<file path="config.mk">
export PLATFORM = sky130hd
export DESIGN_NAME = pwls_sweep_scheduler
export DESIGN_NICKNAME = d
export VERILOG_FILES = /design/src/rtl/pwls_sweep_scheduler.sv
export SDC_FILE = /design/constraint.sdc
export NUM_CORES = 1
export LEC_CHECK = 0
export ABC_CLOCK_PERIOD_IN_PS = 6300
export CORE_UTILIZATION = 50
export CTS_BUF_LIST = sky130_fd_sc_hd__clkbuf_4
export DETAILED_ROUTE_END_ITERATION = 10
export DONT_BUFFER_PORTS = 1
export PLACE_DENSITY_LB_ADDON = 0.2
export SYNTH_ARGS = -nofsm -noshare
export SYNTH_HDL_FRONTEND = slang
export SYNTH_SLANG_ARGS = --single-unit
</file>
<file path="constraint.sdc">
create_clock -name clk -period 6.3 [get_ports clk]
set_clock_uncertainty 0.05 [all_clocks]
set_input_delay 1.26 -clock clk [delete_from_list [all_inputs] [get_ports clk]]
set_output_delay 1.26 -clock clk [all_outputs]
set_load 0.02 [all_outputs]
</file>
<file path="src/rtl/pwls_sweep_scheduler.sv">
// Shares the ALU-unit register write port between a 1-entry CPU write buffer and a pitch-sweep engine.
// Build option: define PWLS_SWEEP_SAT_EN to saturate sweep results instead of wrapping them.
module pwls_sweep_scheduler #(
  parameter int NUM_CHANNELS     = 4,
  parameter int REGS_PER_CHANNEL = 8,
  parameter int REG_BITS         = 16,
  parameter int SWEEP_REG        = 0,
  parameter int DIV_BITS         = 16,
  localparam int CH_W  = (NUM_CHANNELS > 1) ? $clog2(NUM_CHANNELS) : 1,
  localparam int IDX_W = (REGS_PER_CHANNEL > 1) ? $clog2(REGS_PER_CHANNEL) : 1,
  localparam int A     = CH_W + IDX_W
) (
  input  logic                clk,
  input  logic                reset,
  input  logic                cpu_we,
  input  logic [A-1:0]        cpu_waddr,
  input  logic [REG_BITS-1:0] cpu_wdata,
  output logic                cpu_ready,
  input  logic                step_we,
  input  logic [CH_W-1:0]     step_ch,
  input  logic [7:0]          step_val,
  input  logic [DIV_BITS-1:0] tick_div,
  input  logic                sweep_en,
  input  logic                ovr_clr,
  output logic                overrun,
  output logic                reg_we,
  output logic [A-1:0]        reg_waddr,
  output logic [REG_BITS-1:0] reg_wdata
);

  localparam int EW = REG_BITS + 2;

  typedef enum logic {S_IDLE, S_SCAN} state_t;

  state_t                r_state, w_state_next;
  logic [CH_W-1:0]       r_ch, w_ch_next;
  logic [DIV_BITS-1:0]   r_presc;
  logic                  w_tick;

  logic signed [7:0]     r_step   [NUM_CHANNELS];
  logic [REG_BITS-1:0]   r_shadow [NUM_CHANNELS];
  logic [NUM_CHANNELS-1:0] w_step_nz;

  logic                  r_buf_valid;
  logic [A-1:0]          r_buf_addr;
  logic [REG_BITS-1:0]   r_buf_data;

  logic                  r_last_sweep;
  logic                  r_overrun;
  logic                  r_reg_we;
  logic [A-1:0]          r_reg_waddr;
  logic [REG_BITS-1:0]   r_reg_wdata;

  logic                  w_cpu_req, w_sw_req;
  logic                  w_grant_cpu, w_grant_sw, w_any_grant;
  logic                  w_cpu_accept;
  logic [A-1:0]          w_cpu_addr, w_sw_addr, w_win_addr;
  logic [REG_BITS-1:0]   w_cpu_data, w_win_data, w_cand;
  logic signed [EW-1:0]  w_sum;
  logic [CH_W-1:0]       w_win_ch;
  logic [IDX_W-1:0]      w_win_idx;

  genvar gi;
  generate
    for (gi = 0; gi < NUM_CHANNELS; gi++) begin : g_step_nz
      assign w_step_nz[gi] = (r_step[gi] != 8'sd0);
    end
  endgenerate

  assign w_tick = sweep_en && (r_presc >= tick_div);

  // Candidate is recomputed every cycle from the live shadow, so a CPU re-seed granted first is picked up.
  assign w_sum = $signed({2'b00, r_shadow[r_ch]}) + EW'(r_step[r_ch]);
`ifdef PWLS_SWEEP_SAT_EN
  always_comb begin
    w_cand = w_sum[REG_BITS-1:0];
    if (w_sum[EW-1])
      w_cand = '0;
    else if (w_sum[EW-2])
      w_cand = '1;
  end
`else
  assign w_cand = w_sum[REG_BITS-1:0];
`endif

  assign w_sw_addr = {r_ch, IDX_W'(SWEEP_REG)};

  // An incoming CPU write bypasses the buffer when it is empty, giving 1-cycle uncontended latency.
  assign w_cpu_req  = r_buf_valid || cpu_we;
  assign w_cpu_addr = r_buf_valid ? r_buf_addr : cpu_waddr;
  assign w_cpu_data = r_buf_valid ? r_buf_data : cpu_wdata;

  assign w_grant_cpu  = w_cpu_req && (!w_sw_req || r_last_sweep);
  assign w_grant_sw   = w_sw_req && !w_grant_cpu;
  assign w_any_grant  = w_grant_cpu || w_grant_sw;
  assign cpu_ready    = !r_buf_valid || w_grant_cpu;
  assign w_cpu_accept = cpu_we && cpu_ready;

  assign w_win_addr = w_grant_cpu ? w_cpu_addr : w_sw_addr;
  assign w_win_data = w_grant_cpu ? w_cpu_data : w_cand;
  assign w_win_ch   = w_win_addr[A-1:IDX_W];
  assign w_win_idx  = w_win_addr[IDX_W-1:0];

  always_ff @(posedge clk) begin
    if (reset) begin
      r_state <= S_IDLE;
      r_ch    <= '0;
    end else begin
      r_state <= w_state_next;
      r_ch    <= w_ch_next;
    end
  end

  always_comb begin
    w_state_next = r_state;
    w_ch_next    = r_ch;
    case (r_state)
      S_IDLE: begin
        if (w_tick) begin
          w_state_next = S_SCAN;
          w_ch_next    = '0;
        end
      end
      S_SCAN: begin
        if (!w_sw_req || w_grant_sw) begin
          if (r_ch == CH_W'(NUM_CHANNELS - 1)) begin
            w_state_next = S_IDLE;
            w_ch_next    = '0;
          end else begin
            w_ch_next = r_ch + 1'b1;
          end
        end
      end
      default: begin
        w_state_next = S_IDLE;
        w_ch_next    = '0;
      end
    endcase
  end

  always_comb begin
    w_sw_req = (r_state == S_SCAN) && w_step_nz[r_ch];
  end

  always_ff @(posedge clk) begin
    if (reset) begin
      r_presc      <= '0;
      r_buf_valid  <= 1'b0;
      r_buf_addr   <= '0;
      r_buf_data   <= '0;
      r_last_sweep <= 1'b1;
      r_overrun    <= 1'b0;
      r_reg_we     <= 1'b0;
      r_reg_waddr  <= '0;
      r_reg_wdata  <= '0;
      for (int i = 0; i < NUM_CHANNELS; i++) begin
        r_step[i]   <= '0;
        r_shadow[i] <= '0;
      end
    end else begin
      if (!sweep_en || w_tick)
        r_presc <= '0;
      else
        r_presc <= r_presc + 1'b1;

      if (w_grant_cpu) begin
        r_buf_valid <= r_buf_valid && cpu_we;
        r_buf_addr  <= cpu_waddr;
        r_buf_data  <= cpu_wdata;
      end else if (w_cpu_accept) begin
        r_buf_valid <= 1'b1;
        r_buf_addr  <= cpu_waddr;
        r_buf_data  <= cpu_wdata;
      end

      r_reg_we <= w_any_grant;
      if (w_any_grant) begin
        r_reg_waddr  <= w_win_addr;
        r_reg_wdata  <= w_win_data;
        r_last_sweep <= w_grant_sw;
        if (w_win_idx == IDX_W'(SWEEP_REG))
          r_shadow[w_win_ch] <= w_win_data;
      end

      if (step_we)
        r_step[step_ch] <= step_val;

      if (ovr_clr)
        r_overrun <= 1'b0;
      else if (w_tick && (r_state == S_SCAN))
        r_overrun <= 1'b1;
    end
  end

  assign overrun   = r_overrun;
  assign reg_we    = r_reg_we;
  assign reg_waddr = r_reg_waddr;
  assign reg_wdata = r_reg_wdata;

endmodule

</file>
==> results of run 1 <==
==> power by group through the flow <==
stage / sequential, mW / combinational, mW / clock (mW)
after floorplan: 1.24 / 0.193 / 0
after global placement: 1.25 / 0.243 / 0
after detailed placement: 1.26 / 0.249 / 0
after CTS: 1.23 / 0.250 / 0.576
after global routing: 1.24 / 0.275 / 0.621
final: 1.23 / 0.250 / 0.564
==> per-layer routing <==
layer / GRT usage [%] / vias up / part of all wire [%]
met5: 0 / - / 0
met2: 41.77 / 143 / 51
met3: 5.412 / 29 / 4.8
li1: - / 2616 / -
met1: 27.21 / 2693 / 42
met4: 9.166 / 0 / 2.8
==> critical path, delay by kind of cell, from the launching register on <==
family / cells / cell delay (ns)
buf+inv: 1 / 0.42
xor+xnor: 1 / 0.16
flops: 1 / 0.68
mux: 1 / 0.59
simple gates: 4 / 1.02
compound gates: 3 / 0.97
fa+ha+maj: 1 / 0.36
==> Yosys cell counts, types with 21 or more instances <==
cell type / count
clkbuf_1: 21
mux2i_1: 37
edfxtp_1: 96
nor2_1: 137
o21ai_0: 22
and2_1: 34
a21oi_1: 26
nand2_1: 47
dfxtp_1: 67
inv_1: 28
mux4_2: 24
ha_1: 33
==> kinds of logic (layout without fill, tap and decap cells) <==
logic type / count (synthesis) / in the layout / synth area share, %
mux: 69 / 69 / 12.32
flops: 163 / 163 / 51.81
simple gates: 280 / 280 / 16.10
buf+inv: 60 / 64 / 3.085
other cells: 0 / 1 / 0
fa+ha+maj: 34 / 34 / 5.310
compound gates: 101 / 101 / 8.471
xor+xnor: 27 / 27 / 2.901
==> stage by stage <==
stage	cell area (µm²)	hold slack [ns]	util [%]
after detailed placement	8310	0.4191	52.32
after global routing	8561	0.4827	53.89
after floorplan	8153	0.3907	-
final	8561	0.4499	53.89
after global placement	8310	0.4141	52.32
after CTS	8558	0.4501	53.88
==> registers in the layout, indices dropped and copies added, names as in the netlist, 2 cells and up, named ones only <==
| signal | cells |
|---|---|
| reg_waddr | 5 |
| r_ch | 2 |
| r_shadow | 64 |
| r_step | 32 |
| r_buf_data | 16 |
| reg_wdata | 16 |
| r_buf_addr | 5 |
| r_presc | 16 |
==> area by class of cell <==
| cell class | instances | area (µm²) | share of cell area, % |
|---|---|---|---|
| Inverter | 28 | 105.1 | 1.228 |
| Multi-Input combinational cell | 511 | 3681 | 43.00 |
| Sequential cell | 163 | 4224 | 49.34 |
| Antenna cell | 1 | 2.502 | 0.02923 |
| Tap cell | 216 | 270.3 | 3.157 |
| Clock inverter | 14 | 112.6 | 1.315 |
| Clock buffer | 18 | 135.1 | 1.578 |
| Timing Repair Buffer | 4 | 30.03 | 0.3508 |
==> layout by cell type (no fill, tap or decap), types with 21 or more instances in the layout <==
master / Yosys / final
nor2_1: 137 / 137
edfxtp_1: 96 / 96
dfxtp_1: 67 / 67
nand2_1: 47 / 47
mux2i_1: 37 / 37
and2_1: 34 / 34
ha_1: 33 / 33
inv_1: 28 / 28
a21oi_1: 26 / 26
mux4_2: 24 / 24
o21ai_0: 22 / 21
==> how the worst max path moves through the flow <==
stage	startpoint	endpoint	slack [ns]	cells after the start
floorplan	flip-flop	r_shadow[0][13]	2.40	12
global placement	flip-flop	r_shadow[3][15]	1.87	11
detailed placement	cpu_we	r_shadow[2][10]	1.79	6
CTS	flip-flop	r_shadow[0][13]	1.81	11
global route	flip-flop	r_shadow[0][15]	1.49	11
finish	flip-flop	r_shadow[0][13]	1.80	11
==> impl_metrics.tcl, run 1 <==
set metrics [dict create \
    synth_cell_type_count 59 \
    synth_edf_count 96 \
    rr_worst_depth 11 \
    clockBufferDepth 2 \
    crit_path_cell_trace "buf_4, mux4_2, ha_1, and4_1, nor2b_1, a31oi_1, nor4b_1, o31ai_1, xnor2_1, o21ai_1, nor2_1" \
    root_buffer "clkbuf_4" \
    insertion_delay_ns 0.54 \
    swShare_pct 27.68 \
    antenna_left 0 \
    cts_hold_buf 0 \
    drt_iter0_drc 254 \
    period_share_pct 71.41 \
    fin_cells 955 \
    synth.largest_area_cell "edfxtp_1" \
    cts_tree "built" \
    hp-class "flip-flop to flip-flop" \
    r2r-end "r_shadow[0][13]" \
    grt_antenna_before_repair 1 \
    cts.sinks 163 \
    slowest_delay_ns 0.68 \
    num-fill-cells 1411 \
    synth_area_um2 8153 \
    initial_core_util_pct 51.32 \
    grt_overflow 0 \
    grt_use_total_pct 23.39 \
    synthTopCellsByArea "edfxtp_1, dfxtp_1, mux4_2" \
    dieArea_um2 16820 \
    layout-drive-gt1-share_pct 11.52 \
    post_cts_buffers 0 \
    crit_required_ns 6.54 \
    netlist_instances 734 \
    ys_ff_latch 163 \
    core_um2 15890 \
    endpoint_kind "flip-flop" \
    seq_power_share_pct 60.3 \
    syn-num-nets 821 \
    tightest_slew_ns 1.212 \
    yosysWarnings 0 \
    grt_pass1_wl_um 29280 \
    vias_per_cell 5.739 \
    p_comb_share_pct 12.2 \
    cts.htree.levels 4 \
    rrSetupSlack_ns 1.80 \
    layout.nets 812 \
    critical_path_class "flip-flop to flip-flop" \
    cts_made_buffers 17 \
    die_w_um 129.7 \
    internal_power_mw 1.480 \
    setup_tns_ns 0 \
    p_per_area_nw_per_um2 239.1 \
    setup_viol_count_final 0 \
    grt_max_degree 53 \
    worstHoldStart "r_presc[0]" \
    max_slew_margin_pct 19.00 \
    power.total_mw 2.047 \
    p_leak_nw 3.208 \
    max_clock_freq_mhz 222.3 \
    min_to "r_presc[0]" \
    place_congestion 0.8856 \
    power.switching_uw 566.8 \
    dp_slack_ns 1.794 \
    worst_setup_path_start_kind "flip-flop" \
    crit_fanout 16 \
    ir_drop_mv 0.1330 \
    routed_wirelength_um 18190 \
    finalHoldViolCount 0 \
    io_buffers 0 \
    rows 46 \
    grt_pass1_vias 5708 \
    post_drt_wl_per_cell_um 19.05 \
    slowest_stage "dfxtp_1" \
    syn_avg_cell_area_um2 11.11 \
    clock_power_share_pct 27.5 \
    setup_ws_ns 1.801 \
    hpwl_um 13460 \
    cp.arrival_ns 4.74 \
    min_path_cells 1 \
    io_pins 77 \
    drv_cap 0 \
    first_pass_iters 5 \
    synth_ff_type "edfxtp_1" \
    async_reset_ff_share_pct 0 \
    period_minus_slack_ns 4.499 \
    rsz0062_at_grt "no" \
    slew_viol_final 0 \
    yosysTopAreaCellShare_pct 35.36 \
    place_inst 922 \
    via_count 5481 \
    cts_resized 0 \
    die_h_um 129.7 \
    cts.clk_slew.worst_paths_ns 0.13 \
    status "finished, final reports clean" \
    synthToLayoutAreaGrowth_pct 5.003 \
    drc 0 \
    ys_seq_area_share_pct 51.81 \
]
No activity file was read; power rests on OpenSTA's default activity.
==> inputs of run 2 (changes only) <==
- ABC_AREA: default -> 1
- ABC_CLOCK_PERIOD_IN_PS: 6300 -> 4550
- clock period: 6.3 -> 4.55 ns (I/O delays scaled with it)
==> run 2 against run 1 <==
  * Non-clock buffer count rose by 7
  * Global-route usage increased by 0.65 points
  * Sequential share of layout area fell by 2.9 points
  * Core utilization increased by 0.38 points
  * Clock-buffer cell count stayed put
  * Maximum frequency increased by 15%
  * Worst setup slack worse by 1.2 ns
  * Clock power up 79%
  * Total power is 50% higher
  * Wire length rose by 13%
  * Critical path type unchanged
  * Largest power group unchanged
==> impl_metrics.tcl, run 2 <==
set metrics [dict create \
    crit_required_ns 4.82 \
    endpoint_kind "flip-flop" \
    grt_pass1_wl_um 33060 \
    setup_viol_count_final 0 \
    routed_wirelength_um 20480 \
    placed_area_um2 8748 \
    cts.htree.levels 4 \
    grt_overflow 0 \
    rrSetupSlack_ns 0.64 \
    vias_per_cell 5.364 \
    cts_hold_buf 0 \
    largest-register "r_shadow" \
    yosysWarnings 0 \
    rsz0062_at_grt "no" \
    num-fill-cells 1619 \
    critical_path_class "flip-flop to flip-flop" \
    dieArea_um2 17820 \
    hp-class "input pin to flip-flop" \
    drv_cap 0 \
    initial_core_util_pct 51.59 \
    hpwl_um 14460 \
    cts.sinks 163 \
    dp_slack_ns 0.6768 \
    max_slew_margin_pct 24.00 \
    worstHoldStart "ovr_clr" \
    slowest_delay_ns 0.67 \
    slew_viol_final 0 \
    r2r-end "r_shadow[0][10]" \
    place_congestion 0.9347 \
    grt_antenna_before_repair 1 \
    layout_commonest_cell "nand2_1" \
    via_count 6844 \
    drt_iter0_drc 703 \
    cts_resized 0 \
    drc 0 \
    root_buffer "clkbuf_4" \
    synthTopCellsByArea "edfxtp_1, dfxtp_1, nand2_1" \
    async_reset_ff_share_pct 0 \
    antenna_left 0 \
    rr_worst_depth 16 \
    clockBufferDepth 2 \
    cts_tree "built" \
    cts.clk_slew.worst_paths_ns 0.14 \
    layout.nets 1129 \
    status "finished, final reports clean" \
    ir_drop_mv 0.1897 \
    netlist_instances 1059 \
    grt_max_degree 53 \
    synth.most_common_cell "nand2_1" \
    first_pass_iters 5 \
    post_cts_buffers 0 \
    io_buffers 0 \
    fin_util_pct 54.27 \
    cp.arrival_ns 4.18 \
    die_w_um 133.5 \
    worst_setup_path_start_kind "flip-flop" \
    tightest_slew_ns 1.128 \
    worst-path-buf-inv 3 \
    stdcell_area_um2 9095 \
    syn-num-nets 1146 \
    synthTopCellsByCount "nand2_1, nor2_1, inv_1, edfxtp_1, o21ai_0" \
    synthToLayoutAreaGrowth_pct 5.195 \
    period_minus_slack_ns 3.906 \
    post_drt_wl_per_cell_um 16.05 \
    finalHoldViolCount 0 \
    max_clock_freq_mhz 256.0 \
    power.total_mw 3.062 \
    synth_area_um2 8646 \
    largest_register_ffs 64 \
    yosysTopAreaCellShare_pct 33.34 \
    synth_cell_type_count 44 \
    cpMostUsedCell "nand2_1" \
    min_path_cells 1 \
    period_share_pct 85.85 \
    ys_ff_latch 163 \
    cts_made_buffers 17 \
    layout-drive-gt1-share_pct 6.445 \
    min_to "overrun" \
    p_leak_nw 4.072 \
    p_per_area_nw_per_um2 336.6 \
    setup_ws_ns 0.6437 \
    die_h_um 133.5 \
    grt_use_total_pct 24.03 \
    rows 47 \
    core_um2 16760 \
    insertion_delay_ns 0.57 \
    syn_avg_cell_area_um2 8.164 \
    synth_edf_count 96 \
    crit_family "simple AND/OR/NAND/NOR gates" \
    grt_pass1_vias 6489 \
    slowest_stage "clkinv_1" \
    synth_ff_type "edfxtp_1" \
    ys_seq_area_share_pct 48.86 \
    crit_fanout 28 \
    final_cell_mix "nand2_1, nor2_1, inv_1" \
    synth.largest_area_cell "edfxtp_1" \
    io_pins 77 \
    top_regs "r_shadow x64, r_step x32" \
    crit_path_cell_trace "buf_4, clkinv_1, a32oi_1, inv_1, fa_1, nand3b_1, nand2_1, nand2_1, nand2_1, nand4_1, nand2_1, nand2_1, nand3_1, nand2_1, nand3_2, nor2_1" \
    setup_tns_ns 0 \
]
## run 2: cell count changes after synthesis, sizes merged, moves of 11 or more
| cell | change |
|---|---|
| a211oi | -11 |
| and2 | -34 |
| inv | +78 |
| mux2i | -36 |
| mux4 | -24 |
| nand2 | +172 |
| nand3 | +47 |
| nor2 | +58 |
| nor3 | +16 |
| o21ai | +63 |
| o21bai | +17 |
| o22ai | +18 |
| xnor2 | -11 |
## run 2: layout make-up
class / count / area, µm² / share of cell area (%)
Timing Repair Buffer: 11 / 82.58 / 0.9080
Inverter: 110 / 412.9 / 4.540
Tap cell: 220 / 275.3 / 3.027
Multi-Input combinational cell: 739 / 3754 / 41.27
Clock inverter: 14 / 209.0 / 2.297
Sequential cell: 163 / 4224 / 46.44
Antenna cell: 1 / 2.502 / 0.02751
Clock buffer: 18 / 135.1 / 1.486
## run 2: how the worst max path moves through the flow
| stage | startpoint | to | slack [ns] | cells past startpoint |
|---|---|---|---|---|
| final | flip-flop | r_shadow[0][10] | 0.64 | 16 |
| after global routing | flip-flop | r_shadow[0][10] | 0.34 | 16 |
| after CTS | flip-flop | r_shadow[0][10] | 0.67 | 16 |
| after detailed placement | flip-flop | r_shadow[0][10] | 0.68 | 16 |
| after global placement | flip-flop | r_shadow[0][10] | 0.70 | 16 |
| after floorplan | cpu_we | r_shadow[2][0] | 1.0 | 8 |
## run 2: cell families after synthesis
kind of cell	count (synthesis)	share of synthesized area [%]
DFF	163	48.86
muxes	1	0.1158
buffers and inverters	157	7.728
xor gates and xnor gates	19	1.925
AOI/OAI and AO/OA	174	11.38
and+or+nand+nor	511	24.99
adders and majority gates	34	5.007
## run 2: metal layers
metal	global-route usage, %	part of all wire (%)	up-vias
met5	0	0	-
met4	8.207	1.4	0
met3	6.279	7.1	20
met2	35.97	44	207
met1	33.72	47	3164
li1	-	-	3453
## run 2: where the power goes
| group | switching (mW) | internal [mW] | leakage, nW | total [mW] |
|---|---|---|---|---|
| Sequential | 0.0596 | 1.64 | 1.53 | 1.70 |
| Clock | 0.516 | 0.495 | 0.180 | 1.01 |
| Combinational | 0.242 | 0.108 | 2.37 | 0.350 |
| Total | 0.818 | 2.24 | 4.07 | 3.06 |
## run 2: worst reg2reg max path, delay by kind of cell (launching register included)
kind	cells	cell delay, ns
buffers and inverters	3	1.03
adders and majority gates	1	0.46
DFF	1	0.33
AOI/OAI and AO/OA	1	0.55
and+or+nand+nor	11	1.25
## run 2: per-stage QoR
step	instances	hold WS, ns
detailed placement	1243	0.3897
CTS	1275	0.2940
global placement	1243	0.3847
global route	1276	0.2869
floorplan	1059	0.3673
finish	1276	0.3407
==> inputs of run 3 (changes only) <==
- PLACE_DENSITY: default -> 0.7
- PLACE_DENSITY_LB_ADDON: 0.2 -> default
==> run 3 against run 2 <==
  * Wire length is 1.1% lower
  * Maximum frequency is 4.4% higher
  * Final cell count hardly changed
  * Sequential share of layout area hardly changed
  * Design area hardly changed
  * Worst hold slack worse by 0.024 ns
  * Clock-buffer cell count stayed put
  * Highest routed layer unchanged
==> impl_metrics.tcl, run 3 (synthesized netlist as in run 2, its figures left out) <==
set metrics [dict create \
    status "finished, final reports clean" \
    grt_use_total_pct 24.01 \
    rsz0062_at_grt "no" \
    post_drt_wl_per_cell_um 15.88 \
    hp-class "input pin to flip-flop" \
    grt.busiest_layer "met2" \
    setup_viol_count_final 0 \
    min_path_cells 1 \
    max_clock_freq_mhz 267.3 \
    slew_viol_final 0 \
    ir_drop_mv 0.1762 \
    initial_core_util_pct 51.59 \
    crit_required_ns 4.84 \
    num-fill-cells 1604 \
    crit_fanout 32 \
    p_per_area_nw_per_um2 337.3 \
    drc 0 \
    synthToLayoutAreaGrowth_pct 5.123 \
    antenna_left 0 \
    via_count 6787 \
    grt_overflow 0 \
    die_w_um 133.5 \
    grt_max_degree 45 \
    cts_hold_buf 0 \
    layout-drive-gt1-share_pct 6.262 \
    final_cell_mix "nand2_1, nor2_1, inv_1" \
    place_congestion 0.9333 \
    core_um2 16760 \
    layout.nets 1128 \
    period_share_pct 82.22 \
    drt_iter0_drc 584 \
    grt_pass1_wl_um 33020 \
    endpoint_kind "flip-flop" \
    dieArea_um2 17820 \
    cts.sinks 163 \
    drv_cap 0 \
    critical_path_class "flip-flop to flip-flop" \
    cp.arrival_ns 4.03 \
    rr_worst_depth 18 \
    grt_pass1_vias 6527 \
    clockBufferDepth 2 \
    period_minus_slack_ns 3.741 \
    cts.clk_slew.worst_paths_ns 0.14 \
    first_pass_iters 5 \
    vias_per_cell 5.323 \
    insertion_delay_ns 0.59 \
    met2_usage_pct 36.26 \
    setup_tns_ns 0 \
    rows 47 \
    largest_register_ffs 64 \
    worst_setup_path_start_kind "flip-flop" \
    top_regs "r_shadow x64, r_step x32" \
    die_h_um 133.5 \
    cts_tree "built" \
    grt_antenna_before_repair 1 \
    post_cts_buffers 0 \
    max_slew_margin_pct 19.60 \
    hpwl_um 14350 \
    cts_resized 0 \
    p_leak_nw 4.057 \
    cts.htree.levels 4 \
    cts_made_buffers 17 \
    power.total_mw 3.066 \
    finalHoldViolCount 0 \
    gr-usage-met3_pct 6.431 \
    root_buffer "clkbuf_4" \
    io_pins 77 \
    tightest_slew_ns 1.196 \
    largest-register "r_shadow" \
    routed_wirelength_um 20250 \
    io_buffers 0 \
    layout_commonest_cell "nand2_1" \
    use_met1_pct 33.41 \
]
==> run 3: cell types whose count changed in the layout (fill, tap and decap cells not counted), sizes merged <==
cell      change
clkinv        -2
clkinvlp      +2
buf           -1
==> run 3: path summary, 6_finish.rpt <==
| check | from | to | slack [ns] |
|---|---|---|---|
| max | flip-flop | r_shadow[1][10] | 0.81 |
| min | ovr_clr | overrun | 0.32 |
| max reg2reg | flip-flop | r_shadow[1][10] | 0.81 |
| min reg2reg | r_presc[0] | r_presc[0] | 0.42 |
==> run 3: cell type report <==
| class | instances | area, µm² | area share (%) |
|---|---|---|---|
| antenna | 1 | 2.502 | 0.02753 |
| clock buffer | 18 | 135.1 | 1.487 |
| clock inverter | 14 | 210.2 | 2.313 |
| inverter | 110 | 412.9 | 4.543 |
| multi-input combinational | 739 | 3754 | 41.30 |
| sequential | 163 | 4224 | 46.48 |
| tap | 220 | 275.3 | 3.029 |
| timing repair buffer | 10 | 75.07 | 0.8260 |
==> run 3: critical path, stage by stage, from the launching register on <==
cell,delay (ns)
dfxtp_1,0.33
inv_1,0.43
buf_4,0.43
o21ai_0,0.14
o22ai_1,0.16
ha_1,0.19
inv_1,0.06
fa_1,0.40
nand3b_1,0.17
nand2_1,0.19
nand2_1,0.07
nand2_1,0.15
nand4_1,0.13
nand2_1,0.08
nand2_1,0.05
nand3_1,0.08
nand2_1,0.18
nand3_2,0.16
nor2_1,0.05
==> run 3: routing by layer <==
metal | up-vias | wire [µm] | part of all wire, %
met5 | - | 0 | 0
li1 | 3451 | - | -
met2 | 201 | 8917 | 44
met3 | 27 | 1503 | 7.4
met1 | 3108 | 9496 | 47
met4 | 0 | 333 | 1.6
==> run 3: through the flow <==
stage	instances	hold slack [ns]	util, %	area, µm²	worst slack, ns
final	1275	0.3170	54.23	9089	0.8088
after global routing	1275	0.2720	54.23	9089	0.5232
after CTS	1274	0.2922	54.21	9086	0.8802
after detailed placement	1242	0.3970	52.15	8741	0.8126
after global placement	1242	0.3815	52.15	8741	0.8485
after floorplan	1059	0.3673	-	8646	0.9979
==> run 3: where the power goes <==
part	internal (mW)	switching, mW	total [mW]
sequential	1.64	0.0594	1.70
combinational	0.108	0.241	0.349
clock	0.494	0.522	1.02
total	2.24	0.823	3.07
